File: config.mk
export PLATFORM = sky130hd
export DESIGN_NAME = msx_bus_target
export DESIGN_NICKNAME = d
export VERILOG_FILES = /design/src/rtl/msx_bus_target.sv
export SDC_FILE = /design/constraint.sdc
export NUM_CORES = 1
export LEC_CHECK = 0
export ABC_AREA = 1
export CAP_MARGIN = 20
export CORE_MARGIN = 2
export CORE_UTILIZATION = 35
export DETAILED_ROUTE_END_ITERATION = 7
export DONT_BUFFER_PORTS = 1
export SYNTH_ARGS = -nofsm -noshare
export SYNTH_HDL_FRONTEND = slang
export SYNTH_SLANG_ARGS = --single-unit
File: constraint.sdc
create_clock -name CLK -period 3.15 [get_ports CLK]
set_clock_uncertainty 0.1 [all_clocks]
set_input_delay 0.63 -clock CLK [delete_from_list [all_inputs] [get_ports CLK]]
set_output_delay 0.63 -clock CLK [all_outputs]
set_load 0.01 [all_outputs]
File: src/rtl/msx_bus_target.sv
// MSX slot-bus target: synchronizes the host strobes, classifies memory/I/O cycles and
// hands each one to internal logic over REQ/ACK, holding BUS_WAIT_n low until completion.
module msx_bus_target #(
  parameter int SYNC_STAGES = 2,
  parameter int TIMEOUT     = 255
) (
  input  logic        CLK,
  input  logic        RESET_n,
  input  logic        BUS_RESET_n,
  input  logic [15:0] BUS_ADDR,
  input  logic [7:0]  BUS_DIN,
  input  logic        BUS_MERQ_n,
  input  logic        BUS_IORQ_n,
  input  logic        BUS_RD_n,
  input  logic        BUS_WR_n,
  input  logic        BUS_M1_n,
  input  logic        BUS_RFSH_n,
  input  logic        BUS_SLTSL_n,
  output logic        BUS_WAIT_n,
  output logic [7:0]  BUS_DOUT,
  output logic        BUS_DOUT_EN,
  output logic        REQ,
  output logic        REQ_WR,
  output logic        REQ_IO,
  output logic [15:0] REQ_ADDR,
  output logic [7:0]  REQ_WDATA,
  input  logic        ACK,
  input  logic [7:0]  RDATA,
  output logic        TIMEOUT_P
);

  typedef struct packed {
    logic bus_rst_n;
    logic merq_n;
    logic iorq_n;
    logic rd_n;
    logic wr_n;
    logic m1_n;
    logic rfsh_n;
    logic sltsl_n;
  } strobe_t;

  typedef enum logic [1:0] {S_IDLE, S_REQ, S_HOLD, S_END} state_e;

  strobe_t                   raw;
  strobe_t                   s;
  strobe_t [SYNC_STAGES-1:0] sync_q;

  state_e      state_q, state_d;
  logic [15:0] timer_q, timer_d;
  logic        wait_q, wait_d;
  logic [7:0]  dout_q, dout_d;
  logic        dout_en_q, dout_en_d;
  logic        req_wr_q, req_wr_d;
  logic        req_io_q, req_io_d;
  logic [15:0] req_addr_q, req_addr_d;
  logic [7:0]  req_wdata_q, req_wdata_d;
  logic        tmo_q, tmo_d;

  logic        mem_det, io_det, detect;
  logic [16:0] timer_inc;
  logic        timeout_hit;

  assign raw = {BUS_RESET_n, BUS_MERQ_n, BUS_IORQ_n, BUS_RD_n,
                BUS_WR_n, BUS_M1_n, BUS_RFSH_n, BUS_SLTSL_n};

  // Strobes idle high, so the chain resets to all ones to avoid a false detect.
  always_ff @(posedge CLK or negedge RESET_n) begin
    if (!RESET_n) begin
      sync_q <= '1;
    end else begin
      // NOTE: non-blocking, so each stage captures the previous stage's old value.
      sync_q <= {sync_q[SYNC_STAGES-2:0], raw};
    end
  end

  assign s = sync_q[SYNC_STAGES-1];

  // Refresh (RFSH_n low) and interrupt acknowledge (M1_n low) never qualify.
  assign mem_det = !s.merq_n && !s.sltsl_n && s.rfsh_n && (!s.rd_n || !s.wr_n);
  assign io_det  = !s.iorq_n && s.m1_n && (!s.rd_n || !s.wr_n);
  assign detect  = mem_det || io_det;

  assign timer_inc   = {1'b0, timer_q} + 17'd1;
  assign timeout_hit = (timer_inc >= 17'(TIMEOUT));

  always_ff @(posedge CLK or negedge RESET_n) begin
    if (!RESET_n) begin
      state_q     <= S_IDLE;
      timer_q     <= '0;
      wait_q      <= 1'b1;
      dout_q      <= 8'hFF;
      dout_en_q   <= 1'b0;
      req_wr_q    <= 1'b0;
      req_io_q    <= 1'b0;
      req_addr_q  <= '0;
      req_wdata_q <= '0;
      tmo_q       <= 1'b0;
    end else begin
      state_q     <= state_d;
      timer_q     <= timer_d;
      wait_q      <= wait_d;
      dout_q      <= dout_d;
      dout_en_q   <= dout_en_d;
      req_wr_q    <= req_wr_d;
      req_io_q    <= req_io_d;
      req_addr_q  <= req_addr_d;
      req_wdata_q <= req_wdata_d;
      tmo_q       <= tmo_d;
    end
  end

  always_comb begin
    state_d = state_q;
    if (!s.bus_rst_n) begin
      state_d = S_IDLE;
    end else begin
      case (state_q)
        S_IDLE:  if (detect)                state_d = S_REQ;
        S_REQ:   if (ACK || timeout_hit)    state_d = S_HOLD;
        S_HOLD:  if (s.rd_n && s.wr_n)      state_d = S_END;
        S_END:   if (s.merq_n && s.iorq_n)  state_d = S_IDLE;
        default:                            state_d = S_IDLE;
      endcase
    end
  end

  always_comb begin
    // NOTE: every output gets a default first so no path leaves one unassigned (no latch).
    timer_d     = timer_q;
    wait_d      = wait_q;
    dout_d      = dout_q;
    dout_en_d   = dout_en_q;
    req_wr_d    = req_wr_q;
    req_io_d    = req_io_q;
    req_addr_d  = req_addr_q;
    req_wdata_d = req_wdata_q;
    tmo_d       = 1'b0;

    if (!s.bus_rst_n) begin
      timer_d     = '0;
      wait_d      = 1'b1;
      dout_d      = 8'hFF;
      dout_en_d   = 1'b0;
      req_wr_d    = 1'b0;
      req_io_d    = 1'b0;
      req_addr_d  = '0;
      req_wdata_d = '0;
    end else begin
      case (state_q)
        S_IDLE: begin
          timer_d = '0;
          if (detect) begin
            req_wr_d    = !s.wr_n;
            req_io_d    = !mem_det;
            req_addr_d  = BUS_ADDR;
            req_wdata_d = BUS_DIN;
            wait_d      = 1'b0;
          end
        end
        S_REQ: begin
          timer_d = (timer_q == 16'hFFFF) ? timer_q : timer_inc[15:0];
          // ACK takes priority over a timeout landing in the same cycle.
          if (ACK) begin
            wait_d = 1'b1;
            if (!req_wr_q) begin
              dout_d    = RDATA;
              dout_en_d = 1'b1;
            end
          end else if (timeout_hit) begin
            wait_d = 1'b1;
            tmo_d  = 1'b1;
            if (!req_wr_q) begin
              dout_d    = 8'hFF;
              dout_en_d = 1'b1;
            end
          end
        end
        S_HOLD:  if (s.rd_n && s.wr_n) dout_en_d = 1'b0;
        S_END:   dout_en_d = 1'b0;
        default: dout_en_d = 1'b0;
      endcase
    end
  end

  assign BUS_WAIT_n  = wait_q;
  assign BUS_DOUT    = dout_q;
  assign BUS_DOUT_EN = dout_en_q;
  assign REQ         = (state_q == S_REQ);
  assign REQ_WR      = req_wr_q;
  assign REQ_IO      = req_io_q;
  assign REQ_ADDR    = req_addr_q;
  assign REQ_WDATA   = req_wdata_q;
  assign TIMEOUT_P   = tmo_q;

endmodule
==> results by stage, run 1 <==
Run status:
- The flow ran to the end, and the final reports show no timing, DRC or antenna violations.

Yosys:
- The post-synthesis register bit count is 71.
- The most common cell in the netlist is sky130_fd_sc_hd__nand2_1.
- The synthesized area per cell is ~9.0 um^2.
- The commonest cells after synthesis are 114 x sky130_fd_sc_hd__nand2_1, 46 x sky130_fd_sc_hd__dfrtp_1, 34 x sky130_fd_sc_hd__nand3_1.
- The cell count after synthesis came out at approximately 380.
- The Yosys step of the flow raised 0 warnings.
- Sorting the synthesized cells by area gives the leading types as sky130_fd_sc_hd__dfrtp_1 34%, sky130_fd_sc_hd__dfstp_2 19%, sky130_fd_sc_hd__nand2_1 13%.
- Of all flip-flops after synthesis, the portion carrying an async set or reset was 100.0%.
- Counting flops with a built-in enable in the synthesized netlist gives 0.
- After synthesis, the netlist uses 32 different library cells.
- The sequential-to-total area share from yosys stat is a little over half.
- Of all cell types, the one taking the most synthesized area is sky130_fd_sc_hd__dfrtp_1.
- Among all flip-flop cells after synthesis, the most frequent one is sky130_fd_sc_hd__dfrtp_1.
- When the netlist entered floorplanning its net count stood at about 430.
- The fraction of post-synthesis cell area in the top cell type by area is about 34%.
- In this run the cell area of the synthesized design comes to around 0.0034 mm^2.

Critical path:
- The register-to-register setup slack is ~0.95 ns.
- The gate family responsible for the most delay along the worst path is simple AND/OR/NAND/NOR gates.
- The launching point of the worst reg2reg path is timer_q[0].
- The worst setup path is launched from a flip-flop.
- The arrival time of data at the critical path endpoint is 2.36 ns.
- In this run the critical register-to-register path is captured at timer_q[9].
- The signal on the critical path passes through ha_1 > nand2_2 > nor2_4 > nand2_2 > nor2_2 > nand3_2 > o21ai_2 > inv_2 > o21ai_0.
- The combined buffer and inverter count along the critical path is 1.
- Counting cells, the worst reg-to-reg path comes to 9.
- Of all nets on the critical path, the largest fanout is 12.
- Among all stages on the critical path, the largest delay is contributed by sky130_fd_sc_hd__dfrtp_1.
- The biggest cell delay along the critical path is approximately 0.43 ns.
- The critical path is of the flip-flop to flip-flop type.
- For the worst setup path, the data required time is 3.31 ns.
- In this design, the critical path's most frequently occurring cell is sky130_fd_sc_hd__nand2_2.
- The type of destination of the critical path is a flip-flop.

Clocking:
- The H-tree depth is 3.
- Clock-pin slew was measured on the worst setup and hold paths at around 0.080 ns.
- The longest clock path from root to sink contains 2 buffers.
- The clock root buffer master is sky130_fd_sc_hd__clkbuf_8.
- The clock sink total is a little over 70.
- The clock insertion delay at the later pin of the skew report is between 0.3 and 0.4 ns.
- Gates resized during post-CTS repair numbered 0.
- Counting the buffers created by CTS gives 9.
- TritonCTS built the clock tree.

Global route:
- The number of antenna violations at the first check in global routing was 0.
- The via count of the first global-routing pass was between 2,000 and 2,500.
- The first global-routing pass estimated between 10,000 and 15,000 um of wire.
- The all-layer global routing usage is between 10% and 20%.
- The overflow left after global routing is 0.
- The maximum number of pins on one net before global-route repair is 53.

Floorplanning:
- Pin placement for this block handled just over 80 I/O pins.
- The starting utilization of the core area is between 30% and 40%.
- The die covers 0.01058 mm^2.
- In this run the standard cell core region covers slightly below 0.01 mm^2.
- In this run the vertical extent of the chip is 102.9 um.
- The site row count is 36.
- The x dimension of the die is about 100 um.

Power and ir drop:
- Across the VDD grid, the largest voltage drop is 0.0003597 V.
- For this design the ratio of total power to cell area is between 600 and 700 mW/mm^2.
- The analysis attributes to net switching a power of between 0.0008 and 0.0009 W.
- Summed over all cells, the static leakage comes to 1.655 nW.
- The net switching share of the total power is a little under a third.
- The sequential share of power is 48.4%.
- Combinational logic is responsible for 18.0% of the overall power.
- The clock network is responsible for between 30% and 40% of the overall power.
- Cell internal power was estimated by the tool at 0.001766 W.

Detailed routing:
- The total DRC errors in the routed layout is 0.
- The via count normalized by instance count is 4.806.
- The detail route stage leaves a number of antenna-violating nets equal to 0.
- The first detailed-routing pass ran for 4 iterations.
- The first routing iteration left about 140 violations.
- Dividing the detail-routed wire length by the instance count gives between 10 and 15 um.
- The count of vias placed by the detailed router is 2,523.
- The wire length reported by the detailed router is around 7400 um.

Final layout:
- Summing all multi-input logic gate instances after layout gives roughly 0.0015 mm^2.
- The area of all sequential standard cells is 0.001808 mm^2.
- The number of inserted filler cells in the final layout is 983.
- For this run, the post-layout net count is between 400 and 500.
- The antenna diode count is 0.
- The fraction of layout instances using a drive strength above 1 is approximately 22%.
- The signed area change from the synthesized netlist to the final layout is 12.61%.
- Measured on the finished design, the core utilization comes to between 30% and 40%.
- The finished layout holds around 530 standard cells, fillers aside.

STA:
- The final number of max-transition violations is 0.
- Timing would allow up to approximately 450 MHz.
- The final clock period utilization by the worst path is a little over two thirds.
- Setup repair after global routing left no endpoint under its margin.
- At the pin with the least slew margin, the transition time is 0.6850 ns.
- The minimum period implied by the final worst setup slack is about 2.2 ns.
- The number of endpoints with negative hold slack in the final report is 0.
- The relative max-transition margin is a little over half.
- Setup violations remaining at the end of the flow were counted as 0.
- Setup total negative slack on the finished layout was measured at 0 ns.

Placement:
- The routability-driven placement congestion ratio is ~0.9.
- The detailed-placement wirelength estimate is between 5000 and 6000 um.
- Once placement completed, the tool counted placed cells totaling 506.
- The count of buffers added on input and output ports is 0.

Run:
- The max capacitance violation total is 0.

Hold path:
- The worst hold path belongs to the class primary input to asynchronous set/reset pin.
## worst max path at each step
stage | cells after the start | slack, ns | start | end
global placement | 14 | 1.04 | timer_q[0] | BUS_DOUT[1]
global route | 9 | 0.71 | timer_q[0] | timer_q[9]
detailed placement | 8 | 0.98 | state_q[1] | state_q[1]
finish | 9 | 0.95 | timer_q[0] | timer_q[9]
CTS | 8 | 0.95 | state_q[1] | state_q[1]
floorplan | 14 | 1.25 | timer_q[0] | BUS_DOUT[0]
## layout by cell type (no fill, tap or decap), drive strengths merged, types with 2 or more instances in the layout
| cell | n |
|---|---|
| nand3b | 2 |
| clkbuf | 14 |
| dlygate4sd3 | 2 |
| nor2 | 32 |
| buf | 3 |
| dfstp | 25 |
| nand3 | 37 |
| o21ai | 50 |
| o22ai | 2 |
| nand2 | 126 |
| ha | 7 |
| dfrtp | 46 |
| inv | 26 |
| nand4 | 10 |
| xor2 | 2 |
## through the flow
step	cell area (um^2)	hold slack, ns	setup WS [ns]	total power (W)
after floorplan	3422	0.2344	1.250	0.001605
after global placement	3551	0.2357	1.041	0.001699
after detailed placement	3551	0.2352	0.9772	0.001722
after CTS	3834	0.001247	0.9533	0.002624
after global routing	3854	0.01511	0.7073	0.002770
final	3854	0.01666	0.9497	0.002592
## registers in the layout, summed over array words and instances (netlist names)
signal       flops
REQ_WR           1
s                8
BUS_WAIT_n       1
timer_q         16
sync_q           8
REQ_WDATA        8
state_q          2
BUS_DOUT         8
REQ_IO           1
TIMEOUT_P        1
BUS_DOUT_EN      1
REQ_ADDR        16
## power by group through the flow
stage               Sequential, W  Combinational (W)  Clock (W)
global route              0.00128           0.000548   0.000946
finish                    0.00125           0.000467   0.000871
floorplan                 0.00123           0.000375          0
global placement          0.00127           0.000430          0
detailed placement        0.00127           0.000448          0
CTS                       0.00126           0.000467   0.000899
## final cells by class
type / count / area share [%]
sequential: 71 / 46.92
inverter: 26 / 2.532
clock buffer: 14 / 5.617
clock inverter: 2 / 1.006
multi-input combinational: 274 / 37.99
timing repair buffer: 5 / 1.623
tap: 133 / 4.318
## metal layers
metal  global-route usage, %  routed length [um]
met5                       0                   0
met4                   5.870                 131
met3                   4.678                 425
met2                   22.53                3664
met1                   18.48                3223
## worst reg2reg max path, delay by kind of cell, from the launching register on
family / cells / cell delay [ns]
compound gates: 2 / 0.48
fa+ha+maj: 1 / 0.23
buf+inv: 1 / 0.20
flops: 1 / 0.43
simple gates: 5 / 0.69
## cells by family after synthesis
logic type | after synthesis | share of synthesized area [%]
buffers and inverters | 37 | 4.388
AO/OA/AOI/OAI | 55 | 9.726
AND/OR/NAND/NOR | 209 | 29.73
XOR/XNOR | 3 | 0.7680
flip-flops | 71 | 52.83
adder cells (fa/ha/maj) | 7 | 2.559
## timing repair
action | 4_1_cts | 5_1_grt
buffers inserted | 0 | 0
endpoints found under the hold margin | 46 | 12
hold buffers | 1 | 2
Power figures use the tool's default switching activity.
==> run 2: changes to the inputs <==
==> constraint.sdc (replaced) <==
create_clock -name CLK -period 2.1 [get_ports CLK]
set_clock_uncertainty 0.1 [all_clocks]
set_input_delay 0.42 -clock CLK [delete_from_list [all_inputs] [get_ports CLK]]
set_output_delay 0.42 -clock CLK [all_outputs]
set_load 0.01 [all_outputs]
==> results by stage, run 2 (same netlist as run 1, synthesis figures left out) <==
Clocking:
- Clock-pin slew was measured on the worst setup and hold paths at about 0.080 ns.
- The H-tree generated during clock tree synthesis spans 3 levels.
- After clock tree synthesis, the flow added hold-fix buffers numbering 8.
- TritonCTS created 9 clock buffers.
- CTS saw 71 sinks.
- The tree is rooted in a sky130_fd_sc_hd__clkbuf_8.
- TritonCTS built the clock tree.
- The clock insertion delay at the later pin of the skew report is 0.35 ns.
- No sink is reached through more buffers than the 2 on the longest clock path.

Global route:
- The total overflow left after global routing is 0.
- The maximum number of pins on one net before global-route repair is 72.
- The first global-routing pass estimated between 10,000 and 15,000 um of wire.
- The number of antenna violations at the first check in global routing is 0.
- The all-layer global routing usage is between 10% and 20%.
- The via count of the first global-routing pass is around 2,400.

Power and ir drop:
- In this run the static leakage power is approximately 1.8 nW.
- The worst-case IR drop observed on VDD is around 0.00057 V.
- Power spread over the standard cell area amounts to around 900 mW/mm^2.
- Overall power consumption after layout is estimated at around 0.0037 W.

Final layout:
- The most common cell after layout, fill and taps aside is sky130_fd_sc_hd__nand2_1.
- From synthesis to final layout, the design area changed by 18.61%.
- The library cells used most frequently in the layout, excluding fill and tap cells, are 108 x sky130_fd_sc_hd__nand2_1, 44 x sky130_fd_sc_hd__dfrtp_1, 33 x sky130_fd_sc_hd__o21ai_0.
- The net count of the finished layout is ~460.
- Of the cells placed in the final design, the portion with a size suffix greater than 1 is between 30% and 40%.
- The area of all sequential standard cells is ~0.0018 mm^2.
- The number of inserted filler cells in the final layout is 972.
- The antenna diode count is 0.
- The footprint of the multi-input gates is approximately 0.0016 mm^2.

Floorplanning:
- The site row count is 36.
- The region available for standard cell placement spans 0.009639 mm^2.
- The die covers 0.01058 mm^2.
- The floorplan die height is approximately 100 um.
- a little over 80 I/O pins were placed.
- In this run the horizontal extent of the chip is a little over 100 um.
- The starting utilization of the core area is 35.50%.

Critical path:
- The startpoint of the worst setup timing path is timer_q[1].
- The arrival time of data at the critical path endpoint is ~2.3 ns.
- The critical path ends at BUS_DOUT[3].
- STA classifies the critical path startpoint as a flip-flop.
- The register-to-register setup slack is between 0.004 and 0.005 ns.
- Measured in cells, the most critical reg-to-reg path has a length of 14.
- The worst reg2reg path endpoint is BUS_DOUT[3].
- The type of destination of the critical path is a flip-flop.
- The startpoint identified for the worst register-to-register timing path is timer_q[1].
- In this run the worst path has a maximum fanout of 8.
- The critical path class is flip-flop to flip-flop.
- The required time at the worst-slack endpoint is approximately 2.3 ns.

STA:
- Derived from the worst setup path, the maximum achievable clock frequency is about 480 MHz.
- Headroom to the max-slew limit came out at slightly below 70%.
- Setup violations remaining at the end of the flow were counted as 0.
- After layout, the worst path uses between 90 and 100% of the clock period.
- The number of endpoints with negative hold slack in the final report is between 70 and 80.
- Setup repair after global routing could not meet its margin everywhere.
- The actual slew at the worst max-slew pin is 0.4811 ns.
- The final number of max-transition violations is 0.
- The minimum period implied by the final worst setup slack is ~2.1 ns.
- The minimum hold slack is -0.3436 ns.

Detailed routing:
- The per-cell routed wire length is 13.61 um.
- Detailed routing inserted a total of approximately 2,600 vias.
- The total DRC errors in the routed layout is 0.
- The number of detailed-routing iterations run before antenna repair is 4.
- The wire length reported by the detailed router is 7392 um.
- The number of nets with antenna violations after routing is 0.
- After detailed routing, the number of vias per cell comes to about 4.9.
- The number of design-rule violations left by the first detailed-router iteration is about 120.

Run:
- Max-cap violations in this run came to 0.

Run status:
- The flow ran to the end, but the final reports show violations.
- The checks that failed: negative hold slack.

Placement:
- The count of buffers added on input and output ports is 0.
- The detailed-placement wirelength estimate is between 5000 and 6000 um.
- Routability-driven placement finished with a final weighted congestion of 0.8320.

Hold path:
- The path type of the worst min-delay path is primary input to asynchronous set/reset pin.
-- run 2: cell count changes in the layout (fill, tap and decap cells not counted), sizes merged --
cell,change
buf,+11
bufinv,-1
clkbuf,-4
clkinv,+1
dlygate4sd3,+6
inv,+4
nand2,+1
-- run 2: final cells by class --
type | count | share of cell area [%]
Timing Repair Buffer | 22 | 5.240
Clock inverter | 6 | 1.017
Multi-Input combinational cell | 275 | 39.49
Sequential cell | 71 | 44.61
Tap cell | 133 | 4.100
Inverter | 26 | 2.404
Clock buffer | 10 | 3.144
-- run 2: critical path, cell delays in order (launching register included) --
cell	delay, ns
sky130_fd_sc_hd__dfrtp_1	0.38
sky130_fd_sc_hd__buf_6	0.14
sky130_fd_sc_hd__nand2_4	0.05
sky130_fd_sc_hd__nor2_4	0.24
sky130_fd_sc_hd__nand3_2	0.12
sky130_fd_sc_hd__nand2_2	0.08
sky130_fd_sc_hd__nand2_2	0.06
sky130_fd_sc_hd__nor2_2	0.11
sky130_fd_sc_hd__nand2_2	0.07
sky130_fd_sc_hd__nor2_4	0.19
sky130_fd_sc_hd__nand3_4	0.14
sky130_fd_sc_hd__nand2_8	0.11
sky130_fd_sc_hd__nand2_8	0.08
sky130_fd_sc_hd__o21ai_2	0.08
sky130_fd_sc_hd__nand2_1	0.07
-- run 2: per-layer routing --
layer | vias up | global-route usage [%] | part of all wire [%]
met5 | - | 0 | 0
met3 | 11 | 4.610 | 5.0
li1 | 1298 | - | -
met1 | 1271 | 17.85 | 43
met2 | 61 | 22.33 | 51
met4 | 0 | 3.947 | 1.1
-- run 2: timing repair --
action,4_1_cts,5_1_grt
buffers inserted,3,3
endpoints found under the setup margin,8,13
resized for setup,5,32
cloned,1,0
pin swaps,4,27
endpoints found under the hold margin,79,71
-- run 2: worst min path at each step --
| stage | startpoint | end | slack, ns | cells after the start |
|---|---|---|---|---|
| after floorplan | RESET_n | BUS_DOUT_EN | 0.02 | 0 |
| after global placement | RESET_n | REQ_ADDR[4] | 0.03 | 0 |
| after detailed placement | RESET_n | REQ_ADDR[4] | 0.03 | 0 |
| after CTS | RESET_n | REQ_ADDR[4] | -0.35 | 0 |
| after global routing | RESET_n | REQ_ADDR[0] | -0.36 | 0 |
| final | RESET_n | REQ_ADDR[4] | -0.34 | 0 |
-- run 2: metrics by stage --
stage	TNS, ns	setup WS [ns]	util [%]	std cells	area [um^2]
2_1_floorplan	0	0.1996	-	382	3422
6_report	0	0.004103	42.11	543	4059
4_1_cts	0	0.009099	40.49	540	3902
5_1_grt	-1.391	-0.1638	42.11	543	4059
3_5_place_dp	-0.3248	-0.04710	37.44	512	3608
3_3_place_gp	0	0.04777	37.44	512	3608
-- run 2: power by group --
part           switching (W)  total (W)  internal (W)
logic               0.000506   0.000820      0.000314
clock network       0.000523   0.000957      0.000434
registers           0.000254    0.00188       0.00162
==> run 3: changes to the inputs <==
--- a/config.mk
+++ b/config.mk
@@ -6,11 +6,11 @@
 export NUM_CORES = 1
 export LEC_CHECK = 0
 export ABC_AREA = 1
-export CAP_MARGIN = 20
 export CORE_MARGIN = 2
 export CORE_UTILIZATION = 35
 export DETAILED_ROUTE_END_ITERATION = 7
 export DONT_BUFFER_PORTS = 1
+export PLACE_DENSITY_LB_ADDON = 0.1
 export SYNTH_ARGS = -nofsm -noshare
 export SYNTH_HDL_FRONTEND = slang
 export SYNTH_SLANG_ARGS = --single-unit
==> results by stage, run 3 (same netlist as run 1, synthesis figures left out) <==
STA:
- The fmax is roughly 470 MHz.
- The setup TNS is -0.03055 ns.
- For the pin with the worst max-slew slack, the measured transition is 0.5514 ns.
- Measured against its own limit, the worst slew margin works out to between 60% and 70%.
- Setup repair after global routing could not meet its margin everywhere.
- The tightest hold path in the finished design has a slack of -0.3302 ns.
- The number of endpoints with negative hold slack in the final report is 71.
- The final critical path takes up 101.1% of the cycle.
- The final number of max-transition violations is 0.
- For the finished layout, the period the worst path requires is ~2.1 ns.
- The final setup violation count is 4.
- Setup slack on the critical path of the routed design comes to -0.02297 ns.

Critical path:
- The register-to-register setup slack is -0.02 ns.
- The cell at the slowest stage of the critical path is sky130_fd_sc_hd__dfrtp_1.
- The required time at the worst-slack endpoint is 2.29 ns.
- The startpoint kind of the worst setup timing path is a flip-flop.
- The number of cells on the worst reg-to-reg path is 14.
- The gate family responsible for the most delay along the worst path is simple AND/OR/NAND/NOR gates.
- The critical path crosses 14 cells after its start point.
- The launching point of the worst reg2reg path is timer_q[1].
- The worst reg2reg path endpoint is BUS_DOUT[1].
- The type of destination of the critical path is a flip-flop.
- The maximum net fanout on the critical path is 6.
- At the worst endpoint, the arrival time is ~2.3 ns.
- Walking the worst path, the cells encountered are buf_6 > nand2_4 > nor2_4 > nand2_2 > nor2_4 > nand3_2 > nand2_2 > nand2_2 > nor2_4 > nand3_4 > nand2_8 > buf_4 > nand3_1 > nand2_1.
- The critical path contains buffers and inverters numbering 2 combined.
- The largest single stage delay on the critical path is 0.41 ns.
- The worst setup path is of the flip-flop to flip-flop kind.

Floorplanning:
- The site row count is 36.
- Once the floorplan was initialized, standard cells occupied a little over a third of the core.
- From bottom edge to top edge, the die measures between 100 and 150 um.
- The boundary pin count is 81.
- Measured along the x axis, the die boundary spans between 100 and 150 um.
- The die area is about 0.011 mm^2.
- The area of the placeable core is approximately 0.0096 mm^2.

Hold path:
- The tightest min-delay check is of the primary input to asynchronous set/reset pin type.

Detailed routing:
- The count of nets left with antenna violations once routing finished came out at 0.
- The number of design-rule violations left by the first detailed-router iteration is ~140.
- The number of detailed-routing iterations run before antenna repair is 4.
- The routed layout has approximately 2,600 vias.
- The wire length reported by the detailed router is approximately 7900 um.
- The via count normalized by instance count is between 4 and 5.
- The total DRC errors in the routed layout is 0.
- The per-cell routed wire length is between 10 and 15 um.

Run status:
- The checks that failed: negative hold slack, negative setup slack.
- The run finished, with violations left.

Clocking:
- The H-tree generated during clock tree synthesis spans 3 levels.
- The number of hold buffers added after CTS was 8.
- Clock-pin slew was measured on the worst setup and hold paths at approximately 0.08 ns.
- The clock sink total is 71.
- The TritonCTS clock tree is built.
- The clock reaches the later pin of the worst-skew pair after between 0.3 and 0.4 ns.
- The number of buffers created by CTS is 9.
- The maximum clock path buffer count is 2.
- The tree is rooted in a sky130_fd_sc_hd__clkbuf_8.

Global route:
- The overflow left after global routing is 0.
- Entering global routing, the biggest net connects 72 pins.
- The number of antenna violations at the first check in global routing is 0.
- The via count of the first global-routing pass came to 2,492.
- The all-layer global routing usage is between 10% and 20%.
- The wire length of the first global-routing pass is about 12,000 um.

Power and ir drop:
- The standby leakage power is between 1.5 and 2 nW.
- The power per standard cell area is approximately 920 mW/mm^2.
- The peak ir drop on the vdd network is between 0.0004 and 0.0005 V.

Final layout:
- The library cells used most frequently in the layout, excluding fill and tap cells, are 111 x sky130_fd_sc_hd__nand2_1, 44 x sky130_fd_sc_hd__dfrtp_1, 32 x sky130_fd_sc_hd__o21ai_0.
- The net count of the finished layout is 454.
- The number of antenna diodes in the final layout is 0.
- Relative to the synthesized area, the layout overhead comes to 18.46%.
- The core utilization of the finished layout is approximately 42%.
- The most common cell after layout, fill and taps aside is sky130_fd_sc_hd__nand2_1.
- The finished layout holds ~540 standard cells, fillers aside.
- The fraction of layout instances using a drive strength above 1 is between 20% and 30%.

Placement:
- Once placement completed, the tool counted placed cells totaling around 510.
- Port buffering added 0 buffers.
- The routability-driven placement congestion ratio is roughly 0.83.
- The detailed-placement wirelength estimate is around 5300 um.

Run:
- The max capacitance violation total is 0.
run 3: final cells by class:
| type | instances | area, um^2 |
|---|---|---|
| fillers | 985 | 5585 |
| clock buffers | 10 | 137.6 |
| well taps | 133 | 166.4 |
| flip-flops and latches | 71 | 1810 |
| inverters | 26 | 97.59 |
| multi-input cells | 275 | 1605 |
| clock inverters | 6 | 42.54 |
| repair buffers | 21 | 193.9 |
run 3: per-layer routing:
metal | vias to the layer above | wire length, um | track usage [%]
met2 | 55 | 3892 | 23.38
met3 | 2 | 440 | 4.814
met5 | - | 0 | 0
met1 | 1234 | 3542 | 18.99
li1 | 1292 | - | -
met4 | 0 | 38 | 4.555
run 3: power breakdown:
group	internal, W	leakage (nW)	switching, W
Sequential	0.00162	0.873	0.000255
Clock	0.000467	0.0935	0.000545
Combinational	0.000316	0.780	0.000515
run 3: per-stage QoR:
| step | setup slack, ns | cell area, um^2 | total power, W |
|---|---|---|---|
| detailed placement | -0.01108 | 3608 | 0.002638 |
| floorplan | 0.1996 | 3422 | 0.002408 |
| global placement | 0.01726 | 3608 | 0.002622 |
| global route | -0.1567 | 4054 | 0.003975 |
| CTS | 0.006916 | 3900 | 0.003707 |
| finish | -0.02297 | 4054 | 0.003722 |
run 3: worst max path at each step:
stage          startpoint     endpoint  slack (ns)
3_5_place_dp   timer_q[1]  BUS_DOUT[5]       -0.01
4_1_cts        timer_q[0]  BUS_DOUT[5]       0.007
6_report       timer_q[1]  BUS_DOUT[1]       -0.02
3_3_place_gp   timer_q[0]  BUS_DOUT[3]        0.02
2_1_floorplan  timer_q[0]  BUS_DOUT[0]        0.20
5_1_grt        timer_q[1]  BUS_DOUT[6]       -0.16
run 3: what timing repair did:
action	CTS	global route
endpoints found under the hold margin	79	71
cloned	0	1
endpoints found under the setup margin	8	12
setup buffers	2	4
pin swaps	3	18
gates resized for setup	3	28
